===== config.mk =====
export PLATFORM = sky130hd
export DESIGN_NAME = branch_issue_sched
export DESIGN_NICKNAME = d
export VERILOG_FILES = /design/src/rtl/branch_issue_sched.sv
export SDC_FILE = /design/constraint.sdc
export NUM_CORES = 1
export LEC_CHECK = 0
export ABC_AREA = 0
export ABC_CLOCK_PERIOD_IN_PS = 16900
export CORE_AREA = 2 2 279 281
export CTS_CLUSTER_SIZE = 24
export DETAILED_ROUTE_END_ITERATION = 12
export DIE_AREA = 0 0 281 283
export HOLD_SLACK_MARGIN = 0.03
export PLACE_DENSITY = 0.37
export SLEW_MARGIN = 15
export SYNTH_ARGS = -nofsm -noshare
export SYNTH_HDL_FRONTEND = slang
export SYNTH_SLANG_ARGS = --single-unit
export TNS_END_PERCENT = 50

===== constraint.sdc =====
create_clock -name clock -period 16.9 [get_ports clock]
set_input_delay 3.38 -clock clock [delete_from_list [all_inputs] [get_ports clock]]
set_output_delay 3.38 -clock clock [all_outputs]
set_load 0.02 [all_outputs]

===== src/rtl/branch_issue_sched.sv =====
// branch_issue_sched
//
// Arbitrates the single branch functional unit among NUM_REQ branch
// reservation-station ports. The oldest eligible request (age measured from
// the ROB head, modulo 2^SEQ_W) is granted combinationally and latched into a
// one-entry issue register that feeds the branch unit. Branch-resolution
// broadcasts are applied to both the held entry and the incoming requests.
//
// State table:
//   state    | meaning
//   ST_EMPTY | issue register holds nothing
//   ST_FULL  | issue register holds a branch waiting for the branch unit
//
// Ports:
//   clock, reset     : clock and synchronous active-high reset
//   req_valid/seq/bmask/pkt : per-port request (valid, ROB tag, branch mask, payload)
//   req_grant        : one-hot (or zero) grant, same cycle as the request
//   head_seq         : ROB head tag, the origin of the age computation
//   issue_valid/pkt/seq/bmask : held entry presented to the branch unit
//   fu_ready         : branch unit accepts issue_* this cycle
//   resolve_valid/mispred/bm  : branch-resolution broadcast
module branch_issue_sched #(
    parameter int NUM_REQ = 4,
    parameter int SEQ_W   = 5,
    parameter int BM_W    = 4,
    parameter int PKT_W   = 128
) (
    input  logic                            clock,
    input  logic                            reset,
    input  logic [NUM_REQ-1:0]              req_valid,
    input  logic [NUM_REQ-1:0][SEQ_W-1:0]   req_seq,
    input  logic [NUM_REQ-1:0][BM_W-1:0]    req_bmask,
    input  logic [NUM_REQ-1:0][PKT_W-1:0]   req_pkt,
    output logic [NUM_REQ-1:0]              req_grant,
    input  logic [SEQ_W-1:0]                head_seq,
    output logic                            issue_valid,
    output logic [PKT_W-1:0]                issue_pkt,
    output logic [SEQ_W-1:0]                issue_seq,
    output logic [BM_W-1:0]                 issue_bmask,
    input  logic                            fu_ready,
    input  logic                            resolve_valid,
    input  logic                            resolve_mispred,
    input  logic [BM_W-1:0]                 resolve_bm
);

    localparam int IDX_W = (NUM_REQ > 1) ? $clog2(NUM_REQ) : 1;

    typedef enum logic {
        ST_EMPTY = 1'b0,
        ST_FULL  = 1'b1
    } state_t;

    state_t             state_q, state_d;
    logic [PKT_W-1:0]   hold_pkt_q, hold_pkt_d;
    logic [SEQ_W-1:0]   hold_seq_q, hold_seq_d;
    logic [BM_W-1:0]    hold_bmask_q, hold_bmask_d;

    logic               hold_valid;
    logic               mispred_en;
    logic [BM_W-1:0]    clr;
    logic               hold_kill;
    logic               free;
    logic [NUM_REQ-1:0] eligible;
    logic               found;
    logic [IDX_W-1:0]   win_idx;
    logic [SEQ_W-1:0]   win_age;
    logic [SEQ_W-1:0]   age;
    logic               grant_en;

    assign hold_valid = (state_q == ST_FULL);
    assign mispred_en = resolve_valid & resolve_mispred;
    assign clr        = (resolve_valid & ~resolve_mispred) ? resolve_bm : '0;
    assign hold_kill  = mispred_en & (|(hold_bmask_q & resolve_bm));
    assign free       = ~hold_valid | hold_kill | fu_ready;

    // Oldest-first selection; the strict compare keeps the lowest index on ties.
    always_comb begin
        eligible = '0;
        found    = 1'b0;
        win_idx  = '0;
        win_age  = '0;
        age      = '0;
        for (int i = 0; i < NUM_REQ; i++) begin
            eligible[i] = req_valid[i] & ~(mispred_en & (|(req_bmask[i] & resolve_bm)));
            age = req_seq[i] - head_seq;
            if (eligible[i] && (!found || age < win_age)) begin
                found   = 1'b1;
                win_idx = IDX_W'(i);
                win_age = age;
            end
        end
    end

    // No grant while reset is asserted, so requesters keep their entries.
    assign grant_en = free & found & ~reset;

    always_comb begin
        req_grant = '0;
        if (grant_en) begin
            req_grant[win_idx] = 1'b1;
        end
    end

    always_comb begin
        state_d      = state_q;
        hold_pkt_d   = hold_pkt_q;
        hold_seq_d   = hold_seq_q;
        hold_bmask_d = hold_bmask_q & ~clr;
        if (grant_en) begin
            state_d      = ST_FULL;
            hold_pkt_d   = req_pkt[win_idx];
            hold_seq_d   = req_seq[win_idx];
            hold_bmask_d = req_bmask[win_idx] & ~clr;
        end else if (free) begin
            state_d = ST_EMPTY;
        end
    end

    always_ff @(posedge clock) begin
        if (reset) begin
            state_q      <= ST_EMPTY;
            hold_pkt_q   <= '0;
            hold_seq_q   <= '0;
            hold_bmask_q <= '0;
        end else begin
            state_q      <= state_d;
            hold_pkt_q   <= hold_pkt_d;
            hold_seq_q   <= hold_seq_d;
            hold_bmask_q <= hold_bmask_d;
        end
    end

    assign issue_valid = hold_valid & ~hold_kill;
    assign issue_pkt   = hold_pkt_q;
    assign issue_seq   = hold_seq_q;
    assign issue_bmask = hold_bmask_q & ~clr;

endmodule


# Yosys cells after proc, flatten, opt, wreduce, memory -nomap -nowiden
# Index checks and enable logic that the tools add are counted.
[classes] n_reduce_logical=16 add_sub_neg=4 n_lt_le_gt_ge=5 n_bitwise=32 muxes=23
[op_table] op="binary-select mux 128 bit (select 2 bit)" n=1
[op_table] op="2-to-1 mux 128 bit" n=1
[op_table] op="AND 4 bit" n=7
[op_table] op="2-to-1 mux 5 bit" n=4
[op_table] op="OR reduction 4 bit" n=5
[op_table] op="subtractor 5 bit" n=4
[op_table] op="2-to-1 mux 4 bit" n=4
[op_table] op="< comparator 5 bit" n=3
[op_table] op="AND 1 bit" n=14
[op_table] op="binary-select mux 5 bit (select 2 bit)" n=1
[op_table] op="binary-select mux 4 bit (select 2 bit)" n=1
[op_table] op="2-to-1 mux 1 bit" n=8
[op_table] op="inverter 1 bit" n=8
[op_table] op="logical AND 1 bit" n=4
[op_table] op="2-to-1 mux 2 bit" n=2
[op_table] op="inverter 4 bit" n=1
[op_table] op="logical NOT 1 bit" n=3
[op_table] op="logical OR 1 bit" n=3
[op_table] op="< comparator 2 x 3 -> 1 bit, second input constant" n=1
[op_table] op="demux 1 bit (select 2 bit)" n=1
[op_table] op="greater-or-equal comparator 2 x 1 -> 1 bit, second input constant" n=1
[op_table] op="bitwise OR 1 bit" n=2
[op_table] op="nonzero test 2 bit" n=1
[word_totals] register_bits=138 out_inout_bits=142 in_bits=566

# Logic depth before layout (Yosys ltp)
[depth] word_depth=23 mapped_depth=35

# Worst setup path before layout
# Ideal clock, no wire load.
[synth_timing] path_kind="in2out" start="in head_seq[1]" end="out req_grant[2]" path_slack_ns=4.961 required_time_ns=13.520 n_path_buf=2 stages=31 arrival_ns=8.559 path_cell_list="inv_1 -> ha_1 -> a21o_1 -> a21oi_1 -> xnor2_1 -> nand2_1 -> ha_1 -> o21ai_0 -> nor2_1 -> o31ai_1 -> nand2_1 -> nor2b_1 -> a31oi_1 -> ha_1 -> nand2_1 -> o21a_1 -> and2_1 -> o21ai_2 -> nand2_1 -> nor2_1 -> a21oi_1 -> ha_1 -> a21o_1 -> a21o_1 -> a21oi_1 -> nor2_1 -> nor2_1 -> and2_1 -> buf_2 -> buf_2 -> nor3b_1"
[synth_between] elab_chain_len=19
[synth_lines] element="from (decl)" line="35" text="input logic [SEQ_W-1:0] head_seq,"
[synth_lines] element="subtractor 5 bit" line="85" text="age = req_seq[i] - head_seq;"
[synth_lines] element="2-to-1 mux 5 bit" line="86" text="if (eligible[i] && (!found || age < win_age)) begin"
[synth_lines] element="< comparator 5 bit" line="86"
[synth_lines] element="logical OR 1 bit" line="86"
[synth_lines] element="logical AND 1 bit" line="86"
[synth_lines] element="2-to-1 mux 5 bit / 2-to-1 mux 1 bit (equally long branches)" line="86"
[synth_lines] element="< comparator 5 bit / logical NOT 1 bit (equally long branches)" line="86"
[synth_lines] element="logical OR 1 bit" line="86"
[synth_lines] element="[... 3 more ...]"
[synth_lines] element="logical OR 1 bit" line="86"
[synth_lines] element="logical AND 1 bit" line="86"
[synth_lines] element="2-to-1 mux 2 bit" line="86"
[synth_lines] element="< comparator 2 x 3 -> 1 bit (not written as such) / greater-or-equal comparator 2 x 1 -> 1 bit (equally long branches)" line="100" text="req_grant[win_idx] = 1'b1;"
[synth_lines] element="logical AND 1 bit (not written as such)" line="100"
[synth_lines] element="2-to-1 mux 1 bit (not written as such)" line="100"
[synth_lines] element="demux 1 bit (select 2 bit)" line="100"
[synth_lines] element="2-to-1 mux 4 bit (*)" line="99" text="if (grant_en) begin"
[synth_lines] element="to (decl)" line="34" text="output logic [NUM_REQ-1:0] req_grant,"
# Every way passes the cells marked *; elsewhere a longest branch is shown, timed or not.

# Final worst setup path
[layout_timing] start="in head_seq[0]" end="out req_grant[2]"
# The elaborated chain is that of the path after synthesis.

==> impl_results.md <==
* Run status: completed
* DRC viols at 0
* Setup Viol. Count Final at 0
* Layout cells sized above 1 at 0.0357
* Finished Cell Area at 18100 µm²
* First-pass GRT wire length at 95.7 mm
* Pwr Total at 1.95 mW
* Critical Path Slowest Stage Cell: clkdlybuf4s50_1
* Ports at 708
* Logic gate share of total power at 0.535
* Mapped Area at 9390 µm²
* WP data arrival at 10.57 ns
* WS Path Type: in -> out
* CTS tree: done
* Resize count post-CTS at 0
* Die Y at 283 µm
* Via-to-Cell Ratio at 4.43
* Seq/Total Area, Yosys at 0.294
* Post-CTS Hold Buffers at 0
* Achievable Freq at 0.0717 GHz
* Startpoint Class: input port
* Finished Layout Cells at 2956
* NetSw at 0.846 mW
* Pin count of the biggest net entering global routing at 140
* Number of library cell types mapped by synthesis at 50
* Critical Path Sink Type: output pin
* Net count, final at 2490
* DPL Wire Length at 47.8 mm
* Synth area leader: dfxtp_1
* Placed instance count at 2913
* Worst hold path type: reg -> reg
* H-tree depth at 4
* Synth-to-Final Area Change at 92.2%
* RSZ-0062 raised after global routing: no
* Antenna violations before repair at 13
* Sum Neg Setup Slack at 0 ns
* Final Hold Viols at 0
* Avg Synthesized Cell Area at 7.32 µm²
* Rel. slew slack at 0.267
* Worst-margin pin slew at 1.10 ns
* Total CTS buffers at 17
* Clock Latency Late Sink at 0.48 ns
* Cell with the most instances after synthesis: nand2_1
* Final wirelength at 67.4 mm
* Crit Path Max Fanout at 31
* Slowest cell delay on critical path at 0.63 ns
* Yosys warns at 0
* Max VDD drop at 0.0515 mV
* Clk slew on worst S/H paths at 0.08 ns
* Vias at 13100
* Syn_nets at 1882
* Max Slew Vio Count at 0
* Die extent in x at 281 µm
* Clk pwr share at 0.222
* Post-Place Worst Slack at 2.98 ns
* Fill count at 8431
* Row count at 102
* LEAKAGE at 5.95 nW
* Synth Instances at 1284
* Clock buffer depth at 2
* Worst endpoint required time at 13.52 ns
* Post-route ant nets at 0
* Top cell type's share of synthesized area at 0.294
* Vias in the first global route at 13900
* Top post-synthesis cells by count: nand2_1 (282), a21oi_1 (155), o21ai_0 (145), dfxtp_1 (138), o211ai_1 (138)
* Clock sink total at 138
* Max-Cap Viols at 0
* Internal at 1.10 mW
* Pre-Repair DR Iteration Count at 5
* EDFF count, synth at 0
* Starting density of the core at 0.122
* Final GP Congestion at 0.837
* Final worst slack at 2.95 ns
* Post-place instance area at 17400 µm²
* Dominant synthesized flop cell: dfxtp_1
* GRT Total Usage at 0.163
* Gr ovfl total at 0
* WL per Instance at 22.8 µm
* Post-CTS setup buffers at 0
* Final Cycle Share at 0.826
* Sw Ratio at 0.434
* DR iter-0 viols at 657
* Ranking of synthesized cells by area: dfxtp_1 (29%), a41oi_1 (13%), nand2_1 (11%)
* Tmin final at 13.95 ns
* Input/output buffers at 707
* Placeable Area at 76700 µm²
* Ys async rst share at 0
* Seq cells post-synth at 138
* Skew final at 0.0177 ns
* Root Driver: clkbuf_16
* Flop pwr share at 0.243
* Die footprint at 79500 µm²
* PwrDens at 108 nW/µm²
==> stage by stage <==
step / hold WS [ns] / util
2_1_floorplan: 0.525 / -
3_3_place_gp: 0.504 / 0.227
3_5_place_dp: 0.506 / 0.227
4_1_cts: 0.522 / 0.235
5_1_grt: 0.544 / 0.235
6_report: 0.518 / 0.235
==> layer usage <==
layer,GRT usage,vias up,part of all wire
li1,-,6077,-
met1,0.180,6352,0.39
met2,0.289,588,0.50
met3,0.0526,75,0.084
met4,0.0578,4,0.027
met5,0,-,0.00042
==> state kept, by name, summed over array words and instances, names as in the netlist <==
| signal | flops |
|---|---|
| issue_pkt | 128 |
| hold_valid | 1 |
| issue_seq | 5 |
| hold_bmask_q | 4 |
==> worst max-delay path: cells and delay by family <==
family,cells,cell delay (ns)
AOI/OAI and AO/OA,11,1.99
xor gates and xnor gates,1,0.17
adders and majority gates,5,1.59
buffers and inverters,3,1.25
and+or+nand+nor,12,2.20
==> logic make-up after synthesis <==
group	count (synthesis)	share of synthesized area
buffers and inverters	156	0.0690
adders and majority gates	32	0.0458
DFF	138	0.294
xor gates and xnor gates	16	0.0149
and+or+nand+nor	319	0.134
AOI/OAI and AO/OA	623	0.442
==> cell type report <==
cell class	count	area, µm²	share of cell area
Timing Repair Buffer	726	7230	0.400
Clock buffer	17	425	0.0236
Tap cell	1040	1300	0.0721
Inverter	19	73.8	0.00409
Sequential cell	138	2760	0.153
Multi-Input combinational cell	990	6050	0.335
Antenna cell	11	27.5	0.00152
Clock inverter	15	188	0.0104
==> placed cells by master (no fill, tap or decap), drive strengths merged, types with 3 or more instances in the layout <==
| cell | instances |
|---|---|
| o21a | 3 |
| and2 | 3 |
| xor2 | 4 |
| clkinv | 4 |
| inv | 25 |
| a21oi | 157 |
| nand2 | 282 |
| bufinv | 3 |
| a21o | 11 |
| nand3 | 5 |
| diode | 11 |
| nor2 | 12 |
| buf | 19 |
| a22oi | 4 |
| nor3 | 5 |
| o21ai | 147 |
| a21boi | 4 |
| a22o | 3 |
| nor2b | 3 |
| o211ai | 138 |
| clkdlybuf4s50 | 707 |
| a31oi | 4 |
| a41oi | 136 |
| a221oi | 3 |
| ha | 28 |
| fa | 4 |
| xnor2 | 12 |
| clkbuf | 17 |
| dfxtp | 138 |
==> power by group through the flow <==
stage	sequential, mW	combinational [mW]	clock (mW)
finish	0.473	1.04	0.432
global route	0.484	1.12	0.462
CTS	0.473	1.06	0.455
detailed placement	0.479	1.05	0
global placement	0.477	1.06	0
floorplan	0.586	0.407	0
==> worst paths after layout <==
| path | cells past startpoint | slack, ns | from | end |
|---|---|---|---|---|
| setup / recovery | 32 | 2.95 | head_seq[0] | req_grant[2] |
| hold / removal | 2 | 0.52 | issue_pkt[107] | issue_pkt[107] |
| setup reg to reg | 10 | 12.89 | hold_bmask_q[2] | issue_pkt[126] |
| hold reg to reg | 2 | 0.52 | issue_pkt[107] | issue_pkt[107] |
Note: power is estimated with default switching activity, not from simulation.
